`src/rtl/warp_issue_scheduler_pkg.sv`:
```
// Shared configuration for the warp issue scheduler: warp/instruction sizing,
// derived field widths and the controller state encoding.
package TauCfg;
   localparam int MAX_WARP = 4;
   localparam int N_INST   = 16;
   localparam int WID_BW   = $clog2(MAX_WARP);
   localparam int INST_BW  = $clog2(N_INST + 1);

   typedef enum logic [1:0] {
      IDLE = 2'd0,
      RUN  = 2'd1,
      DONE = 2'd2
   } state_t;
endpackage

```
`src/rtl/warp_issue_scheduler_rr_priority_picker.sv`:
```
// Round-robin priority picker: returns the first set eligible bit found when
// scanning upward from rr, wrapping modulo N (N is a power of two).
module rr_priority_picker #(
   parameter int N = 4
) (
   input  logic [N-1:0]         eligible,
   input  logic [$clog2(N)-1:0] rr,
   output logic                 found,
   output logic [$clog2(N)-1:0] idx
);
   localparam int WB = $clog2(N);

   logic [WB-1:0] pos;

   // Walk offsets from farthest to nearest so the nearest eligible slot wins.
   always_comb begin
      found = 1'b0;
      idx   = '0;
      pos   = '0;
      for (int k = N - 1; k >= 0; k--) begin
         pos = rr + WB'(k);
         if (eligible[pos]) begin
            found = 1'b1;
            idx   = pos;
         end
      end
   end
endmodule

```
`src/rtl/warp_issue_scheduler.sv`:
```
// Issues one instruction block across the launched warps in round-robin order,
// keeping at most one instruction in flight per warp until its commit returns.
module warp_issue_scheduler
   import TauCfg::*;
(
   input  logic               i_clk,
   input  logic               i_rst,
   input  logic               launch_rdy,
   output logic               launch_ack,
   input  logic [WID_BW:0]    i_n_warp,
   input  logic [INST_BW-1:0] i_pc_beg,
   input  logic [INST_BW-1:0] i_pc_end,
   output logic               inst_rdy,
   input  logic               inst_ack,
   output logic [INST_BW-1:0] o_pc,
   output logic [WID_BW-1:0]  o_warpid,
   input  logic               inst_commit_dval,
   input  logic [WID_BW-1:0]  i_commit_wid,
   output logic               done_rdy,
   input  logic               done_ack
);
   localparam logic [WID_BW:0] NW_MAX = (WID_BW + 1)'(MAX_WARP);

   state_t              state_q, state_d;
   logic [INST_BW-1:0]  end_q;
   logic [INST_BW-1:0]  pc_q [MAX_WARP];
   logic [MAX_WARP-1:0] active_q, pending_q, pending_d;
   logic [MAX_WARP-1:0] unfinished, eligible;
   logic [WID_BW-1:0]   rr_q, pick_idx, wid_out_q;
   logic [INST_BW-1:0]  pc_out_q;
   logic                pick_found, load_slot, issue, run_drained, inst_rdy_q;

   always_comb begin
      unfinished = '0;
      eligible   = '0;
      for (int w = 0; w < MAX_WARP; w++) begin
         unfinished[w] = active_q[w] && (pc_q[w] != end_q);
         eligible[w]   = unfinished[w] && !pending_q[w];
      end
   end

   rr_priority_picker #(
      .N (MAX_WARP)
   ) u_picker (
      .eligible (eligible),
      .rr       (rr_q),
      .found    (pick_found),
      .idx      (pick_idx)
   );

   // A new token may be loaded when the output register is empty or being drained.
   always_comb begin
      load_slot   = !inst_rdy_q || inst_ack;
      issue       = (state_q == RUN) && load_slot && pick_found;
      run_drained = (unfinished == '0) && (pending_q == '0) && !inst_rdy_q;

      pending_d = pending_q;
      if ((state_q == RUN) && inst_commit_dval) pending_d[i_commit_wid] = 1'b0;
      if (issue) pending_d[pick_idx] = 1'b1;

      state_d = state_q;
      case (state_q)
         IDLE:    if (launch_rdy) state_d = (i_pc_beg == i_pc_end) ? DONE : RUN;
         RUN:     if (run_drained) state_d = DONE;
         DONE:    if (done_ack) state_d = IDLE;
         default: state_d = IDLE;
      endcase
   end

   always_ff @(posedge i_clk) begin
      if (i_rst) begin
         state_q    <= IDLE;
         end_q      <= '0;
         active_q   <= '0;
         pending_q  <= '0;
         rr_q       <= '0;
         inst_rdy_q <= 1'b0;
         pc_out_q   <= '0;
         wid_out_q  <= '0;
         for (int w = 0; w < MAX_WARP; w++) pc_q[w] <= '0;
      end else begin
         state_q   <= state_d;
         pending_q <= pending_d;
         if ((state_q == IDLE) && launch_rdy) begin
            end_q     <= i_pc_end;
            rr_q      <= '0;
            pending_q <= '0;
            for (int w = 0; w < MAX_WARP; w++) begin
               pc_q[w]     <= i_pc_beg;
               active_q[w] <= ((WID_BW + 1)'(w) < i_n_warp);
            end
         end
         if ((state_q == RUN) && load_slot) begin
            inst_rdy_q <= pick_found;
            if (pick_found) begin
               pc_out_q       <= pc_q[pick_idx];
               wid_out_q      <= pick_idx;
               pc_q[pick_idx] <= pc_q[pick_idx] + INST_BW'(1);
               rr_q           <= pick_idx + WID_BW'(1);
            end
         end
      end
   end

   assign launch_ack = (state_q == IDLE) && launch_rdy;
   assign inst_rdy   = inst_rdy_q;
   assign o_pc       = pc_out_q;
   assign o_warpid   = wid_out_q;
   assign done_rdy   = (state_q == DONE);

   a_launch_nwarp : assert property (@(posedge i_clk) disable iff (i_rst)
      ((state_q == IDLE) && launch_rdy) |-> ((i_n_warp != '0) && (i_n_warp <= NW_MAX)))
      else $error("warp_issue_scheduler: launch with illegal warp count %0d", i_n_warp);

   a_stray_commit : assert property (@(posedge i_clk) disable iff (i_rst)
      ((state_q == RUN) && inst_commit_dval) |-> pending_q[i_commit_wid])
      else $warning("warp_issue_scheduler: ignored commit for non-pending warp %0d", i_commit_wid);
endmodule

```
`config.mk`:
```
export PLATFORM = sky130hd
export DESIGN_NAME = warp_issue_scheduler
export DESIGN_NICKNAME = d
export VERILOG_FILES = /design/src/rtl/warp_issue_scheduler_pkg.sv /design/src/rtl/warp_issue_scheduler_rr_priority_picker.sv /design/src/rtl/warp_issue_scheduler.sv
export SDC_FILE = /design/constraint.sdc
export NUM_CORES = 1
export LEC_CHECK = 0
export CORE_UTILIZATION = 25
export DETAILED_ROUTE_END_ITERATION = 8
export PLACE_DENSITY_LB_ADDON = 0.25
export SETUP_SLACK_MARGIN = 0.4
export SYNTH_ARGS = -nofsm -noshare
export SYNTH_HDL_FRONTEND = slang
export SYNTH_SLANG_ARGS = --single-unit
```
`constraint.sdc`:
```
create_clock -name i_clk -period 3.5 [get_ports i_clk]
set_input_delay 0.7 -clock i_clk [delete_from_list [all_inputs] [get_ports i_clk]]
set_output_delay 0.7 -clock i_clk [all_outputs]
set_load 0.02 [all_outputs]
```
==> impl_metrics.py <==
metrics = {
    "outcome": {
        "status": "finished, final reports clean",
    },
    "route": {
        "drc": 0,
        "final_antenna_net_count": 0,
        "first_pass_iters": 4,
        "drt_iter0_drc": 153,
        "wire_per_inst_um": 17.2,
        "routed_wl_mm": 8.64,
        "viasPerCell": 5.13,
        "vias": 2579,
    },
    "yosys": {
        "syn-num-nets": 344,
        "synth.area.top_cells": "edfxtp_1, dfxtp_1, nand2_1",
        "async_reset_ff_share_pct": 0,
        "synth_area_um2": 2870,
        "ys_seq_elements": 45,
        "synth.avg_cell_area_um2": 9.03,
        "syn_inst": 318,
        "synth_commonest_cells": "nand2_1, dfxtp_1, a21oi_1",
        "ys.flop_type": "dfxtp_1",
        "synth_warnings": 0,
        "synth.distinct_cells": 57,
        "yosys.area.top_type": "edfxtp_1",
        "ys_seq_area_share_pct": 38.4,
        "synth_top_area_share_pct": 20.9,
        "synth_edf_count": 20,
        "yosysMostFrequentCell": "nand2_1",
    },
    "finish": {
        "finalNonFillerCells": 503,
        "num_antenna_cells": 0,
        "ff_latch_area_um2": 1100,
        "syn2layout_area_growth_pct": 31.8,
        "drive_gt1_share_pct": 20.4,
        "nFillCells": 1139,
        "multiInputGateArea_um2": 1780,
        "nets": 388,
    },
    "placed_design": {
        "place_congestion": 0.831,
        "hpwl_mm": 6.47,
        "dp_cells": 482,
        "portBuffers": 30,
    },
    "clocking": {
        "htree_levels": 2,
        "max-clock-path-buffers": 2,
        "clock_latency_ns": 0.30,
        "clk_pin_slew_ns": 0.06,
        "cts_tree": "done",
        "cts_root_buf": "clkbuf_16",
        "cts.sink_count": 45,
        "cts_hold_buf": 0,
        "cts_buffers": 5,
    },
    "worst_setup_path": {
        "cpPeakStageDelay_ns": 0.45,
        "critPathMaxFanout": 6,
        "cp_data_required_time_ns": 3.66,
        "path_class": "reg2reg",
        "rrSetupSlack_ns": 0.46,
        "end_kind": "flip-flop",
        "cp_common_cell": "buf_6",
        "start_kind": "flip-flop",
        "cp_slowest_cell": "edfxtp_1",
        "arrival_ns": 3.20,
        "crit_chain": "xor2_1 -> nor3_4 -> a211oi_2 -> o21ba_4 -> nor3_4 -> buf_6 -> buf_6 -> mux2i_2 -> mux2i_2 -> ha_4 -> buf_6 -> nand2_1 -> o32a_1 -> nand2_1",
    },
    "power": {
        "power_density_nw_per_um2": 564,
        "p_comb_share_pct": 38.6,
        "switchingPower_mw": 0.763,
        "p_seq_share_pct": 31.8,
        "clock_power_share_pct": 29.5,
        "switching_share_pct": 35.8,
        "p_int_mw": 1.37,
        "leakagePower_nw": 1.37,
        "total_power_mw": 2.13,
        "irDropWorstVdd_v": 0.000269,
    },
    "floorplan": {
        "start_util_pct": 26.0,
        "dieArea_um2": 11900,
        "row_count": 38,
        "ios": 31,
        "die_w_um": 109,
        "core_region_area_um2": 11000,
        "fp.dieH_um": 109,
    },
    "min_path": {
        "hold_path.class": "reg2reg",
    },
    "timing": {
        "rsz0062_at_grt": "true",
        "worst_pin_slew_ns": 0.654,
        "min_period_ns": 3.04,
        "fin_setup_tns_ns": 0,
        "finalMaxSlewViolations": 0,
        "min_period_over_period_pct": 86.8,
        "max_freq_mhz": 329,
        "finalSetupViolCount": 0,
        "timing.hold.ws_ns": 0.461,
        "finalClockSkew_ns": 0.00550,
        "hold_viol_final": 0,
        "slew-limit-headroom_pct": 56.4,
    },
    "global_routing": {
        "grt_overflow": 0,
        "grt_max_degree": 19,
        "antenna_found_initial": 0,
        "grt_pass1_wl_mm": 13.2,
        "grt_pass1_vias": 2428,
        "grt_use_total_pct": 14.9,
    },
    "run": {
        "maxCapViolations": 0,
    },
}
==> registers in the layout, summed over array words and instances, names as in the netlist <==
| register | cells |
|---|---|
| rr_q | 2 |
| state_q | 2 |
| active_q | 4 |
| inst_rdy | 1 |
| pending_q | 4 |
| o_pc | 5 |
| pc_q | 20 |
| o_warpid | 2 |
| end_q | 5 |
==> layer usage <==
layer	global-route usage (%)	share of wire [%]
met5	0	0
met4	2.99	1.1
met1	21.0	48
met3	3.29	5.0
met2	23.4	46
==> stage by stage <==
step	setup slack (ns)	utilization, %	area, um^2
2_1_floorplan	0.429	-	2870
3_3_place_gp	0.0871	30.1	3330
3_5_place_dp	0.134	30.1	3330
4_1_cts	0.344	32.6	3600
5_1_grt	0.299	34.3	3780
6_report	0.464	34.3	3780
==> what timing repair did <==
item,in CTS,in global routing
gates resized for setup,14,23
endpoints found under the setup margin,10,13
pin swaps,3,6
buffers inserted,3,10
cloned,0,0
==> placed cells by master, fill, tap and decap left out, types with 5 or more instances in the layout <==
master / netlist / final
clkdlybuf4s50_1: 0 / 30
a311o_1: 5 / 5
edfxtp_1: 20 / 20
clkbuf_16: 0 / 5
nand3_1: 6 / 6
a31oi_1: 5 / 5
nor2_1: 19 / 18
nand2_1: 64 / 63
inv_1: 9 / 9
o21ai_0: 7 / 6
o211ai_1: 5 / 5
xnor2_1: 7 / 5
buf_4: 6 / 18
a21oi_1: 22 / 19
mux2i_2: 0 / 6
dfxtp_1: 25 / 22
nor3_1: 7 / 7
xor2_1: 19 / 17
==> worst paths after layout <==
| path | endpoint | start | cells past startpoint |
|---|---|---|---|
| min reg2reg | o_warpid[1]$_SDFFE_PP0N_ | o_warpid[1]$_SDFFE_PP0N_ | 2 |
| max | pc_q[1][4]$_DFFE_PP_ | pc_q[0][4]$_DFFE_PP_ | 14 |
| min | o_warpid[1]$_SDFFE_PP0N_ | o_warpid[1]$_SDFFE_PP0N_ | 2 |
| max reg2reg | pc_q[1][4]$_DFFE_PP_ | pc_q[0][4]$_DFFE_PP_ | 14 |
==> worst max-delay path, delay by kind of cell, from the launching register on <==
family | cells | cell delay (ns)
AO/OA/AOI/OAI | 3 | 0.70
AND/OR/NAND/NOR | 4 | 0.60
flip-flops | 1 | 0.45
buffers and inverters | 3 | 0.41
multiplexers | 2 | 0.32
adder cells (fa/ha/maj) | 1 | 0.22
XOR/XNOR | 1 | 0.20
==> power by group through the flow <==
stage / Combinational (mW) / Clock, mW / Sequential (mW)
2_1_floorplan: 0.500 / 0 / 0.665
5_1_grt: 0.894 / 0.659 / 0.687
6_report: 0.824 / 0.629 / 0.679
4_1_cts: 0.742 / 0.637 / 0.674
3_5_place_dp: 0.680 / 0 / 0.685
3_3_place_gp: 0.684 / 0 / 0.685
==> final cells by class <==
class / instances / share of cell area, %
multi-input combinational: 247 / 47.2
timing repair buffer: 52 / 12.7
clock buffer: 5 / 3.31
tap: 140 / 4.63
sequential: 45 / 29.2
inverter: 11 / 1.16
clock inverter: 3 / 1.82
==> logic make-up (layout without fill, tap and decap cells) <==
group | count (synthesis) | in the layout | share of synthesized area, %
DFF | 45 | 45 | 38.4
adders and majority gates | 5 | 5 | 2.18
muxes | 7 | 7 | 2.88
buffers and inverters | 26 | 71 | 4.58
and+or+nand+nor | 127 | 127 | 21.6
AOI/OAI and AO/OA | 82 | 82 | 22.4
xor gates and xnor gates | 26 | 26 | 7.93
Note: power is estimated with default switching activity, not from simulation.
